### config.mk
export PLATFORM = sky130hd
export DESIGN_NAME = lut_burst_sequencer
export DESIGN_NICKNAME = d
export VERILOG_FILES = /design/src/rtl/lut_seq_pkg.sv /design/src/rtl/lut_seq_step_div.sv /design/src/rtl/lut_burst_sequencer.sv
export SDC_FILE = /design/constraint.sdc
export NUM_CORES = 1
export LEC_CHECK = 0
export CELL_PAD_IN_SITES_DETAIL_PLACEMENT = 1
export CELL_PAD_IN_SITES_GLOBAL_PLACEMENT = 1
export CORE_MARGIN = 8
export CORE_UTILIZATION = 48
export DETAILED_ROUTE_END_ITERATION = 7
export GPL_TIMING_DRIVEN = 0
export PLACE_DENSITY_LB_ADDON = 0.1
export SLEW_MARGIN = 20
export SYNTH_ARGS = -nofsm -noshare
export SYNTH_HDL_FRONTEND = slang
export SYNTH_HIERARCHICAL = 1
export SYNTH_SLANG_ARGS = --single-unit
### constraint.sdc
create_clock -name CLK_SYS -period 7.3 [get_ports CLK_SYS]
set_input_delay 1.46 -clock CLK_SYS [delete_from_list [all_inputs] [get_ports CLK_SYS]]
set_output_delay 1.46 -clock CLK_SYS [all_outputs]
set_load 0.02 [all_outputs]
### src/rtl/lut_seq_pkg.sv
// rtl/lut_seq_pkg.sv - shared state encoding and default widths for the LUT burst sequencer
package lut_seq_pkg;

  localparam int DEF_STEP_W  = 12;
  localparam int DEF_PER_W   = 8;
  localparam int DEF_BURST_W = 8;
  localparam int DEF_GAP_W   = 16;

  typedef enum logic [1:0] {
    ST_IDLE = 2'd0,
    ST_RUN  = 2'd1,
    ST_GAP  = 2'd2,
    ST_FIN  = 2'd3
  } seq_state_e;

endpackage

### src/rtl/lut_seq_step_div.sv
// rtl/lut_seq_step_div.sv - cycle prescaler counting 0..term_i, used for step and gap timing
module lut_seq_step_div #(
  parameter int W = 12
) (
  input  logic         clk_i,
  input  logic         rst_ni,
  input  logic         en_i,
  input  logic         load_i,
  input  logic [W-1:0] term_i,
  output logic         tc_o
);

  logic [W-1:0] cnt_q, cnt_d;

  // load_i restarts from zero and masks the terminal count in the same cycle
  assign tc_o = en_i && !load_i && (cnt_q == term_i);

  always_comb begin
    cnt_d = cnt_q;
    if (load_i) begin
      cnt_d = '0;
    end else if (en_i) begin
      cnt_d = tc_o ? '0 : cnt_q + W'(1);
    end
  end

  always_ff @(posedge clk_i or negedge rst_ni) begin
    if (!rst_ni) begin
      cnt_q <= '0;
    end else begin
      cnt_q <= cnt_d;
    end
  end

endmodule

### src/rtl/lut_burst_sequencer.sv
// rtl/lut_burst_sequencer.sv - sequences a LUT waveform generator into timed bursts separated by idle gaps
module lut_burst_sequencer
  import lut_seq_pkg::*;
#(
  parameter int STEP_W  = DEF_STEP_W,
  parameter int PER_W   = DEF_PER_W,
  parameter int BURST_W = DEF_BURST_W,
  parameter int GAP_W   = DEF_GAP_W
) (
  input  logic               CLK_SYS,
  input  logic               nRST,
  input  logic               START,
  input  logic               ABORT,
  input  logic [STEP_W-1:0]  CFG_STEP,
  input  logic [PER_W-1:0]   CFG_PERIODS,
  input  logic [BURST_W-1:0] CFG_BURSTS,
  input  logic [GAP_W-1:0]   CFG_GAP,
  input  logic               LUT_END,
  output logic               LUT_EN,
  output logic               LUT_TRGG,
  output logic               BUSY,
  output logic               DONE,
  output logic               CFG_ERR,
  output logic [BURST_W-1:0] BURST_IDX
);

  seq_state_e state_q, state_d;
  logic [STEP_W-1:0]  step_q, step_d, step_term;
  logic [PER_W-1:0]   per_q, per_d, period_q, period_d;
  logic [BURST_W-1:0] bursts_q, bursts_d, burst_q, burst_d;
  logic [GAP_W-1:0]   gap_q, gap_d, gap_term;
  logic en_q, trig_q, trig_d, busy_q, done_q, err_q, err_d;
  logic en_d, busy_d, done_d;
  logic cfg_ok, last_period, last_burst, run_active, gap_active, step_tc, gap_tc;

  assign cfg_ok      = (CFG_STEP != '0) && (CFG_PERIODS != '0) && (CFG_BURSTS != '0);
  assign last_period = (period_q == per_q - PER_W'(1));
  assign last_burst  = (burst_q == bursts_q - BURST_W'(1));
  assign step_term   = step_q - STEP_W'(1);
  assign gap_term    = (gap_q == '0) ? '0 : gap_q - GAP_W'(1);
  assign run_active  = (state_q == ST_RUN);
  assign gap_active  = (state_q == ST_GAP);

  lut_seq_step_div #(.W(STEP_W)) u_step_div (
    .clk_i  (CLK_SYS),
    .rst_ni (nRST),
    .en_i   (run_active),
    .load_i (ABORT || !run_active),
    .term_i (step_term),
    .tc_o   (step_tc)
  );

  lut_seq_step_div #(.W(GAP_W)) u_gap_div (
    .clk_i  (CLK_SYS),
    .rst_ni (nRST),
    .en_i   (gap_active),
    .load_i (ABORT || !gap_active),
    .term_i (gap_term),
    .tc_o   (gap_tc)
  );

  always_comb begin
    state_d  = state_q;
    step_d   = step_q;
    per_d    = per_q;
    bursts_d = bursts_q;
    gap_d    = gap_q;
    period_d = period_q;
    burst_d  = burst_q;
    trig_d   = 1'b0;
    err_d    = 1'b0;
    case (state_q)
      ST_IDLE: begin
        period_d = '0;
        burst_d  = '0;
        if (START && !ABORT) begin
          if (cfg_ok) begin
            step_d   = CFG_STEP;
            per_d    = CFG_PERIODS;
            bursts_d = CFG_BURSTS;
            gap_d    = CFG_GAP;
            state_d  = ST_RUN;
          end else begin
            err_d = 1'b1;
          end
        end
      end
      ST_RUN: begin
        // a period ends on the step pulse issued while the generator sits on its last entry
        if (trig_q && LUT_END) begin
          if (last_period) begin
            period_d = '0;
            if (last_burst) begin
              state_d = ST_FIN;
            end else begin
              state_d = ST_GAP;
              burst_d = burst_q + BURST_W'(1);
            end
          end else begin
            period_d = period_q + PER_W'(1);
          end
        end
        trig_d = step_tc && (state_d == ST_RUN);
      end
      ST_GAP: begin
        if (gap_tc) begin
          state_d = ST_RUN;
        end
      end
      ST_FIN: begin
        state_d = ST_IDLE;
        burst_d = '0;
      end
      default: state_d = ST_IDLE;
    endcase
    if (ABORT) begin
      state_d  = ST_IDLE;
      period_d = '0;
      burst_d  = '0;
      trig_d   = 1'b0;
    end
  end

  assign en_d   = (state_d == ST_RUN);
  assign busy_d = (state_d != ST_IDLE);
  assign done_d = (state_d == ST_FIN);

  always_ff @(posedge CLK_SYS or negedge nRST) begin
    if (!nRST) begin
      state_q  <= ST_IDLE;
      step_q   <= '0;
      per_q    <= '0;
      bursts_q <= '0;
      gap_q    <= '0;
      period_q <= '0;
      burst_q  <= '0;
      en_q     <= 1'b0;
      trig_q   <= 1'b0;
      busy_q   <= 1'b0;
      done_q   <= 1'b0;
      err_q    <= 1'b0;
    end else begin
      state_q  <= state_d;
      step_q   <= step_d;
      per_q    <= per_d;
      bursts_q <= bursts_d;
      gap_q    <= gap_d;
      period_q <= period_d;
      burst_q  <= burst_d;
      en_q     <= en_d;
      trig_q   <= trig_d;
      busy_q   <= busy_d;
      done_q   <= done_d;
      err_q    <= err_d;
    end
  end

  assign LUT_EN    = en_q;
  assign LUT_TRGG  = trig_q;
  assign BUSY      = busy_q;
  assign DONE      = done_q;
  assign CFG_ERR   = err_q;
  assign BURST_IDX = burst_q;

endmodule

==> results of run 1 <==
==> state kept, by name, indices dropped and copies added, names as in the netlist, 2 cells and up <==
| register | flops |
|---|---|
| gap_q | 16 |
| u_gap_div/cnt_q | 16 |
| step_q | 12 |
| u_step_div/cnt_q | 12 |
| BURST_IDX | 8 |
| bursts_q | 8 |
| per_q | 8 |
| period_q | 8 |
| state_q | 2 |
==> per-stage QoR <==
stage	hold WS, ps	cell area, µm²	total power, W	setup WS (ps)	cells
3_3_place_gp	516	7050	0.00112	1100	889
4_1_cts	537	7390	0.00167	2720	906
2_1_floorplan	478	6230	0.00101	3620	656
3_5_place_dp	521	7080	0.00116	2790	890
6_report	534	7390	0.00165	2700	906
5_1_grt	553	7390	0.00174	2520	906
==> power by group through the flow <==
stage	Clock [W]	Combinational (W)	Sequential [W]
5_1_grt	0.000525	0.000505	0.000710
6_report	0.000492	0.000459	0.000697
4_1_cts	0.000507	0.000463	0.000696
3_5_place_dp	0	0.000455	0.000704
3_3_place_gp	0	0.000428	0.000695
2_1_floorplan	0	0.000331	0.000675
==> critical path: stages, from the launching register on <==
cell and delay (ps):
dfrtp_1 420, or4_1 570, nor4_1 590, nand2_1 190, nor3_1 240, mux2_2 390, xor2_1 160, nor4_1 350
nand4_2 360, buf_2 330, nor2_1 160, o21a_1 140, nor2_1 40, o32ai_1 230, a31o_1 200, and2_1 150
==> cell usage in the layout, fill, tap and decap left out, drive strengths merged, types with 8 or more instances in the layout <==
master and instances:
nor3 16, a31oi 14, clkbuf 29, nand3b 10
clkdlybuf4s50 60, xnor2 22, nand3 41, or4 8
o21ai 15, mux2 49, nand4 12, and3 15
xor2 41, nand2 47, nor2b 11, a21oi 23
inv 18, buf 11, nand2b 25, dfrtp 95
ha 11, or4b 9, nor4 23, nor2 49
==> kinds of logic (layout without fill, tap and decap cells) <==
family	Yosys count	count (layout)	share of synthesized area
buffers and inverters	45	123	0.0325
AOI/OAI and AO/OA	89	89	0.0990
DFF	95	95	0.382
and+or+nand+nor	301	301	0.283
xor gates and xnor gates	63	63	0.0886
adders and majority gates	11	11	0.0221
muxes	52	52	0.0934
==> layer usage <==
metal  vias up  GRT usage  routed length (µm)
met5         -          0                   0
met4         0      0.104                 516
met3        34     0.0416                 740
met2       115      0.392                8970
met1      2757      0.273                7900
li1       2532          -                   -
==> path summary, 6_finish.rpt <==
path,startpoint,to,slack [ps],cells past startpoint
worst min-delay path,step_q[11]$_DFFE_PN0P_,step_q[11]$_DFFE_PN0P_,530,1
worst max-delay path,gap_q[0]$_DFFE_PN0P_,DONE$_DFF_PN0_,2700,15
worst max register to register,gap_q[0]$_DFFE_PN0P_,DONE$_DFF_PN0_,2700,15
min in group asynchronous,nRST,BURST_IDX[5]$_DFFE_PN0P_,960,1
max in group asynchronous,nRST,step_q[3]$_DFFE_PN0P_,5700,2
worst min register to register,step_q[11]$_DFFE_PN0P_,step_q[11]$_DFFE_PN0P_,530,1
==> layout make-up <==
class | instances | area share
multi-input cells | 516 | 0.494
clock buffers | 10 | 0.0323
repair buffers | 62 | 0.0865
well taps | 172 | 0.0291
inverters | 17 | 0.00863
clock inverters | 6 | 0.00931
flip-flops and latches | 95 | 0.322
plain buffers | 28 | 0.0188
==> cell usage after synthesis, types with 8 or more instances <==
master,number
o21ai_0,8
and3_1,15
ha_1,11
mux2_2,47
nand2b_1,25
a31oi_1,14
xnor2_1,22
nand3_1,40
nor4_1,16
xor2_1,41
nand4_1,11
inv_1,16
clkbuf_1,19
dfrtp_1,95
or4b_1,9
nand3b_1,10
nor2_1,48
nand2_1,46
a21oi_1,22
nor2b_1,11
nor3_1,16
==> summary.md, run 1 <==
| Metric | Value |
|---|---|
| Outcome | complete, no violations |
| Max-slew violations | 0 |
| Rows | 41 |
| Cell internal pwr | 0.00109 W |
| Post-DP HPWL | 13300 µm |
| Final Hold Viols | 0 |
| Switch Pwr | 0.000554 W |
| DRC viols | 0 |
| Yosys top cell by area | dfrtp_1 |
| Critical path arrival | 4890 ps |
| Seq/Total Area, Yosys | 0.382 |
| Maxcap violations | 0 |
| Max Buffers Root-to-Sink | 2 |
| RSZ-0062 raised after global routing | no |
| WL per Instance | 20.0 µm |
| PD cells | 223 mW/mm² |
| IR drop worst, VDD | 0.183 mV |
| Slew headroom | 0.402 |
| Register area | 0.00238 mm² |
| Area growth syn-to-layout | 18.7% |
| Synth Cell Area | 0.00623 mm² |
| Final setup vio count | 0 |
| Fmax | 218 MHz |
| Largest net degree at the start of global routing | 74 |
| Multi-input logic area | 0.00365 mm² |
| Final wirelength | 18100 µm |
| Clock skew | 6.98 ps |
| Cts hold-fix bufs | 0 |
| Post-CTS Setup Inserts | 0 |
| Final Util | 0.583 |
| Worst setup SP type | flop |
| FF+latch count, synth | 95 |
| CP endpoint kind | flop |
| Final Cycle Share | 0.630 |
| Die area | 0.0169 mm² |
| Vias | 5438 |
| Number of global-route vias before repair | 6014 |
| Setup TNS | 0 ps |
| Clock network power share | 0.299 |
| Mapped Cells | 656 |
| Initial Util | 0.492 |
| Drt via density | 6.00 |
| Syn Nets | 716 |
| Prevailing post-synth register cell | dfrtp_1 |
| Sequential Power Share | 0.423 |
| Layout fillers | 1486 |
| IO buf count | 61 |
| Sink Count | 95 |
| Initial antenna violation count | 0 |
| CP Class | flop to flop |
| H-tree depth | 3 |
| Core area | 0.0127 mm² |
| Clock root cell | clkbuf_16 |
| Yosys warns | 6 |
| Chip height | 130 µm |
| Ys async rst share | 1.00 |
| Fin nets | 789 |
| GP Congestion | 0.799 |
| Total track usage | 0.228 |
| Drt pass-1 iters | 4 |
| Net Sw Frac | 0.336 |
| Post-synthesis cell type count | 74 |
| CTS tree | yes |
| Leak | 2.96 nW |
| Synth area leaders | dfrtp_1 38%, mux2_2 8.5%, xor2_1 5.8% |
| Worst-Skew Late Latency | 360 ps |
| Fin crit period | 4600 ps |
| Drt initial violations | 220 |
| Die W | 130 µm |
| N_diodes | 0 |
| Hold crit path type | flop to flop |
| EDFF count, synth | 0 |
| I/O pins | 62 |
| Average size of a mapped cell | 9.49 µm² |
| First-pass GRT wire length | 30500 µm |
| Req. time, crit path | 7590 ps |
| Layout cells sized above 1 | 0.129 |
| Total gr overflow | 0 |
| Antenna-violating nets left | 0 |
| Num CTS Buffers | 9 |
| Worst-path clk slew | 70 ps |
| Max Fanout on Critical Path | 10 |
| Top cell type's share of synthesized area | 0.382 |
| Post-CTS sizing | 0 |
| Combinational power share | 0.278 |
| Tightest Pin Transition | 897 ps |
No activity file was read; power rests on OpenSTA's default activity.
==> inputs of run 2 (changes only) <==
--- a/config.mk
+++ b/config.mk
@@ -8,7 +8,7 @@
 export CELL_PAD_IN_SITES_DETAIL_PLACEMENT = 1
 export CELL_PAD_IN_SITES_GLOBAL_PLACEMENT = 1
 export CORE_MARGIN = 8
-export CORE_UTILIZATION = 48
+export CORE_UTILIZATION = 41
 export DETAILED_ROUTE_END_ITERATION = 7
 export GPL_TIMING_DRIVEN = 0
 export PLACE_DENSITY_LB_ADDON = 0.1
==> constraint.sdc (replaced) <==
create_clock -name CLK_SYS -period 3.77 [get_ports CLK_SYS]
set_input_delay 0.754 -clock CLK_SYS [delete_from_list [all_inputs] [get_ports CLK_SYS]]
set_output_delay 0.754 -clock CLK_SYS [all_outputs]
set_load 0.02 [all_outputs]
==> run 2 against run 1 <==
Against the previous run: global-route usage shrank 4.0 points; clock power grew 110%; sequential power grew 95%; clock skew shrank 2.0 ps; maximum frequency grew 27%; hold slack lost 210 ps; flip-flop and latch count is the same; wire length shrank 2.0%; combinational power grew 100%; core utilization shrank 7.2 points.
==> summary.md, run 2 (synthesis gave the netlist of run 1 again) <==
| Metric | Value |
|---|---|
| Maxcap violations | 0 |
| Fin nets | 806 |
| Sequential Power Share | 0.409 |
| Fin crit period | 3620 ps |
| Total track usage | 0.188 |
| Num CTS Buffers | 9 |
| WL per Instance | 18.9 µm |
| Top Registers | gap_q x16, u_gap_div/cnt_q x16 |
| Area growth syn-to-layout | 23.4% |
| Max-slew violations | 0 |
| PD cells | 432 mW/mm² |
| Cell internal pwr | 0.00224 W |
| Clock root cell | clkbuf_16 |
| Hold crit path type | input port to async pin |
| Sink Count | 95 |
| Largest net degree at the start of global routing | 53 |
| Total gr overflow | 0 |
| Final setup vio count | 0 |
| Max Buffers Root-to-Sink | 2 |
| Max Fanout on Critical Path | 6 |
| DP Worst Slack | -751 ps |
| First-pass GRT wire length | 30100 µm |
| Reg2reg setup slack | 150 ps |
| Post-DP HPWL | 13300 µm |
| Chip height | 139 µm |
| Critical R2R Launch | gap_q[9]$_DFFE_PN0P_ |
| Leak | 3.09 nW |
| Drt initial violations | 238 |
| Combinational power share | 0.283 |
| Die area | 0.0194 mm² |
| Final Cycle Share | 0.961 |
| Critical path arrival | 3920 ps |
| IR drop worst, VDD | 0.254 mV |
| Most frequent cells in the layout | 94 x dfrtp_1, 60 x clkdlybuf4s50_1, 46 x nor2_1, 46 x mux2_2, 44 x nand2_1 |
| I/O pins | 62 |
| Vias | 5377 |
| N_diodes | 0 |
| Tightest Pin Transition | 757 ps |
| Layout cells sized above 1 | 0.173 |
| Net Sw Frac | 0.325 |
| Initial antenna violation count | 0 |
| CP endpoint kind | flop |
| Antenna-violating nets left | 0 |
| Fmax | 276 MHz |
| IO buf count | 61 |
| Reg2Reg Depth | 15 |
| Switch Pwr | 0.00108 W |
| Layout fillers | 1706 |
| Final setup margin | 147 ps |
| Worst-path clk slew | 70 ps |
| H-tree depth | 3 |
| Drt via density | 5.73 |
| Overall power | 0.00332 W |
| Final Hold Viols | 0 |
| Clock skew | 4.95 ps |
| Slew headroom | 0.496 |
| Commonest non-fill, non-tap cell in the layout | dfrtp_1 |
| Rows | 45 |
| Die W | 139 µm |
| Core area | 0.0150 mm² |
| Cts hold-fix bufs | 0 |
| Req. time, crit path | 4060 ps |
| Setup TNS | 0 ps |
| Outcome | complete, no violations |
| Initial Util | 0.414 |
| DRC viols | 0 |
| Number of global-route vias before repair | 5823 |
| Worst setup SP type | flop |
| CP Class | flop to flop |
| Drt pass-1 iters | 4 |
| R2r endpoint | LUT_EN$_DFF_PN0_ |
| GP Congestion | 0.806 |
| Clock network power share | 0.308 |
| Final wirelength | 17800 µm |
| CTS tree | yes |
| Worst-Skew Late Latency | 350 ps |
run 2: cell count changes in the layout (fill, tap and decap cells not counted), moves of 2 or more:
cell,change
buf_4,+17
clkinv_4,-2
nand2_1,-2
nand2_2,+2
nor2_1,-2
nor3_1,-2
nor3_4,+2
nor4_1,-2
nor4_4,+2
or4_1,-2
or4_4,+2
run 2: what timing repair did:
item	CTS	global route
resized for setup	10	17
setup endpoints to repair	14	4
hold endpoints to repair	0	0
cloned	0	0
pin swaps	4	14
buffers inserted	3	14
run 2: worst max path at each step:
stage | from | to | cells after the start
3_3_place_gp | nRST | step_q[7]$_DFFE_PN0P_ | 1
3_5_place_dp | gap_q[1]$_DFFE_PN0P_ | LUT_EN$_DFF_PN0_ | 15
2_1_floorplan | gap_q[1]$_DFFE_PN0P_ | LUT_EN$_DFF_PN0_ | 15
5_1_grt | gap_q[10]$_DFFE_PN0P_ | LUT_EN$_DFF_PN0_ | 15
4_1_cts | gap_q[0]$_DFFE_PN0P_ | LUT_EN$_DFF_PN0_ | 18
6_report | gap_q[9]$_DFFE_PN0P_ | LUT_EN$_DFF_PN0_ | 15
run 2: per-layer routing:
layer	up-vias	track usage	share of wire
met3	22	0.0284	0.028
met1	2697	0.235	0.46
li1	2574	-	-
met2	84	0.324	0.50
met4	0	0.0653	0.018
met5	-	0	0
run 2: metrics by stage:
stage               cell area, µm²   util  cells  hold slack, ps
floorplan                     6230      -    656             458
global placement              7070  0.471    905             512
detailed placement            7100  0.472    906             529
CTS                           7510  0.499    925             338
global route                  7680  0.511    939             363
finish                        7680  0.511    939             328
run 2: final cells by class:
cell class                 instances  area [µm²]  share of cell area
clock buffer                      11         253              0.0329
timing repair buffer              79         767              0.0998
tap                              188         235              0.0306
inverter                          17        63.8             0.00830
clock inverter                     5        80.1              0.0104
multi-input combinational        516        3760               0.489
sequential                        95        2380               0.310
buffer                            28         146              0.0191
run 2: power by group through the flow:
stage / combinational [W] / clock [W] / sequential (W)
final: 0.000939 / 0.00102 / 0.00136
after global routing: 0.00104 / 0.00108 / 0.00138
after CTS: 0.000898 / 0.00106 / 0.00135
after detailed placement: 0.000878 / 0 / 0.00136
after global placement: 0.000835 / 0 / 0.00135
after floorplan: 0.000640 / 0 / 0.00131
run 2: critical path, cell delays in order (launching register included):
cell and delay (ps):
dfrtp_1 400, or4_4 580, nor3_4 250, nand2_2 110
nor3_4 210, mux2_4 330, xor2_2 160, nor4_4 320
nand4_2 160, buf_6 180, nor2_4 80, o21a_1 110
nor2_1 50, o32ai_2 260, a31o_1 200, and2_4 160
==> patch, RTL diff (settings of run 2) <==
The 4 states of `seq_state_e` get a one-hot encoding in 4 bits.
--- a/src/rtl/lut_seq_pkg.sv
+++ b/src/rtl/lut_seq_pkg.sv
@@ -8,7 +8,7 @@
 
-  typedef enum logic [1:0] {
-    ST_IDLE = 2'd0,
-    ST_RUN  = 2'd1,
-    ST_GAP  = 2'd2,
-    ST_FIN  = 2'd3
+  typedef enum logic [3:0] {
+    ST_IDLE = 4'b0001,
+    ST_RUN  = 4'b0010,
+    ST_GAP  = 4'b0100,
+    ST_FIN  = 4'b1000
   } seq_state_e;
Formal check against the unedited RTL: no difference found for any inputs over 4 cycles, from zero or initial values and one cycle with nRST low; so few cycles prove little.
==> patch against run 2 <==
  * Area after synthesis is 2.7% lower
  * Cell area fell by 4.7%
  * Count of clock-buffer cells in the layout decreased by 1
  * Synthesized cell count decreased by 3.4%
  * Total power shrank 9.6%
  * Routed wire length fell by 4.9%
  * Setup slack better by 110 ps
  * Largest cell class unchanged
  * Sequential cell count rose by 2
==> patch: results (changes against run 2) <==
[setup_path]
arrival_ps = 3780  ; -140 ps
crit_fanout = 10  ; +4
rrSetupSlack_ps = 250  ; +110 ps
slowest_delay_ps = 540  ; -40 ps
r2r-end = state_q[1]
startpoint = gap_q[3]

[layout]
num-fill-cells = 1656  ; -2.9%

[status]
status = finished, final reports clean

[synthesis]
synthesis.nets = 691  ; -3.5%
synth.top_cell.area_share = 0.3965  ; +0.01485
yosysSeqAreaShare = 0.4009  ; +0.01919
synth.area.top_cells = dfrtp_1, mux2_2, xor2_1
yosys-top-cells-count = dfrtp_1, nand2_1, nor2_1
synthesis.instances = 634  ; -3.4%

[global_routing]
grt_use_total = 0.1878  ; -0.0002420
grt_max_degree = 70  ; +32%
grt_pass1_wl_mm = 27.99  ; -6.9%
grt_pass1_vias = 5457  ; -6.3%

[route]
detail_route.wl_per_cell_um = 18.84  ; -0.47%

[sta]
worstMarginPinSlew_ps = 851.4  ; +94.68 ps
finalCriticalPeriod_ps = 3517  ; -105.8 ps
worst_clock_skew_ps = 6.576  ; +1.621 ps
whs_ps = 271.7  ; -56.11 ps

[clock_network]
postCtsSetupBuffers = 1  ; -2
cts_resized = 4  ; -6

[placement]
placedCellCount = 880  ; -2.9%
dpl_worst_slack_ps = -320.0  ; +430.8 ps
hpwl_mm = 12.88  ; -3.0%

[pwr]
leakagePower_nw = 3.005  ; -2.7%
p_int_w = 0.002097  ; -6.4%

==> patch: cell count changes after synthesis, moves of 4 or more <==
cell	before	now
nor2_1	48	52
clkbuf_1	19	8
a211oi_1	4	0
xor2_1	41	46
nand3b_1	10	5
inv_1	16	21
nand2_1	46	52
and2_1	6	2
o21ai_1	7	2
buf_2	3	10
o21ai_0	8	16
nand3_1	40	35
==> patch: kinds of logic (layout without fill, tap and decap cells) <==
logic type               count (synthesis)  in the layout  synth area share
AO/OA/AOI/OAI                           88             88           0.09748
XOR/XNOR                                67             67           0.09686
adder cells (fa/ha/maj)                  8              8           0.01652
buffers and inverters                   43            122           0.03305
flip-flops                              97             97            0.4009
multiplexers                            53             53           0.09727
AND/OR/NAND/NOR                        278            278            0.2580
==> patch: metrics by stage <==
stage	cell area, µm²	power, W	setup TNS, ps	util
final	7322	0.003001	0	0.5057
after global routing	7322	0.003173	0	0.5057
after global placement	6899	0.001948	-184330	0.4765
after floorplan	6058	0.001758	0	-
after CTS	7296	0.003037	0	0.5039
after detailed placement	6943	0.001988	-1215	0.4795
==> patch: power by group through the flow <==
stage	clock network, W	logic, W	registers, W
after global placement	0	0.000627	0.00132
after CTS	0.00106	0.000669	0.00131
after detailed placement	0	0.000657	0.00133
after floorplan	0	0.000476	0.00128
final	0.00102	0.000663	0.00131
after global routing	0.00110	0.000739	0.00133
==> patch: per-layer routing <==
layer	share of wire	vias to the layer above	GRT usage
met2	0.51	70	0.3294
met3	0.031	14	0.03027
li1	-	2449	-
met4	0.015	0	0.06095
met1	0.44	2576	0.2294
met5	0	-	0
==> patch: cell type report <==
cell class	count	share of cell area
clock buffer	10	0.03264
inverter	21	0.01077
timing repair buffer	63	0.08835
multi-input combinational	494	0.4756
tap	184	0.03144
clock inverter	6	0.01230
sequential	97	0.3317
buffer	22	0.01726
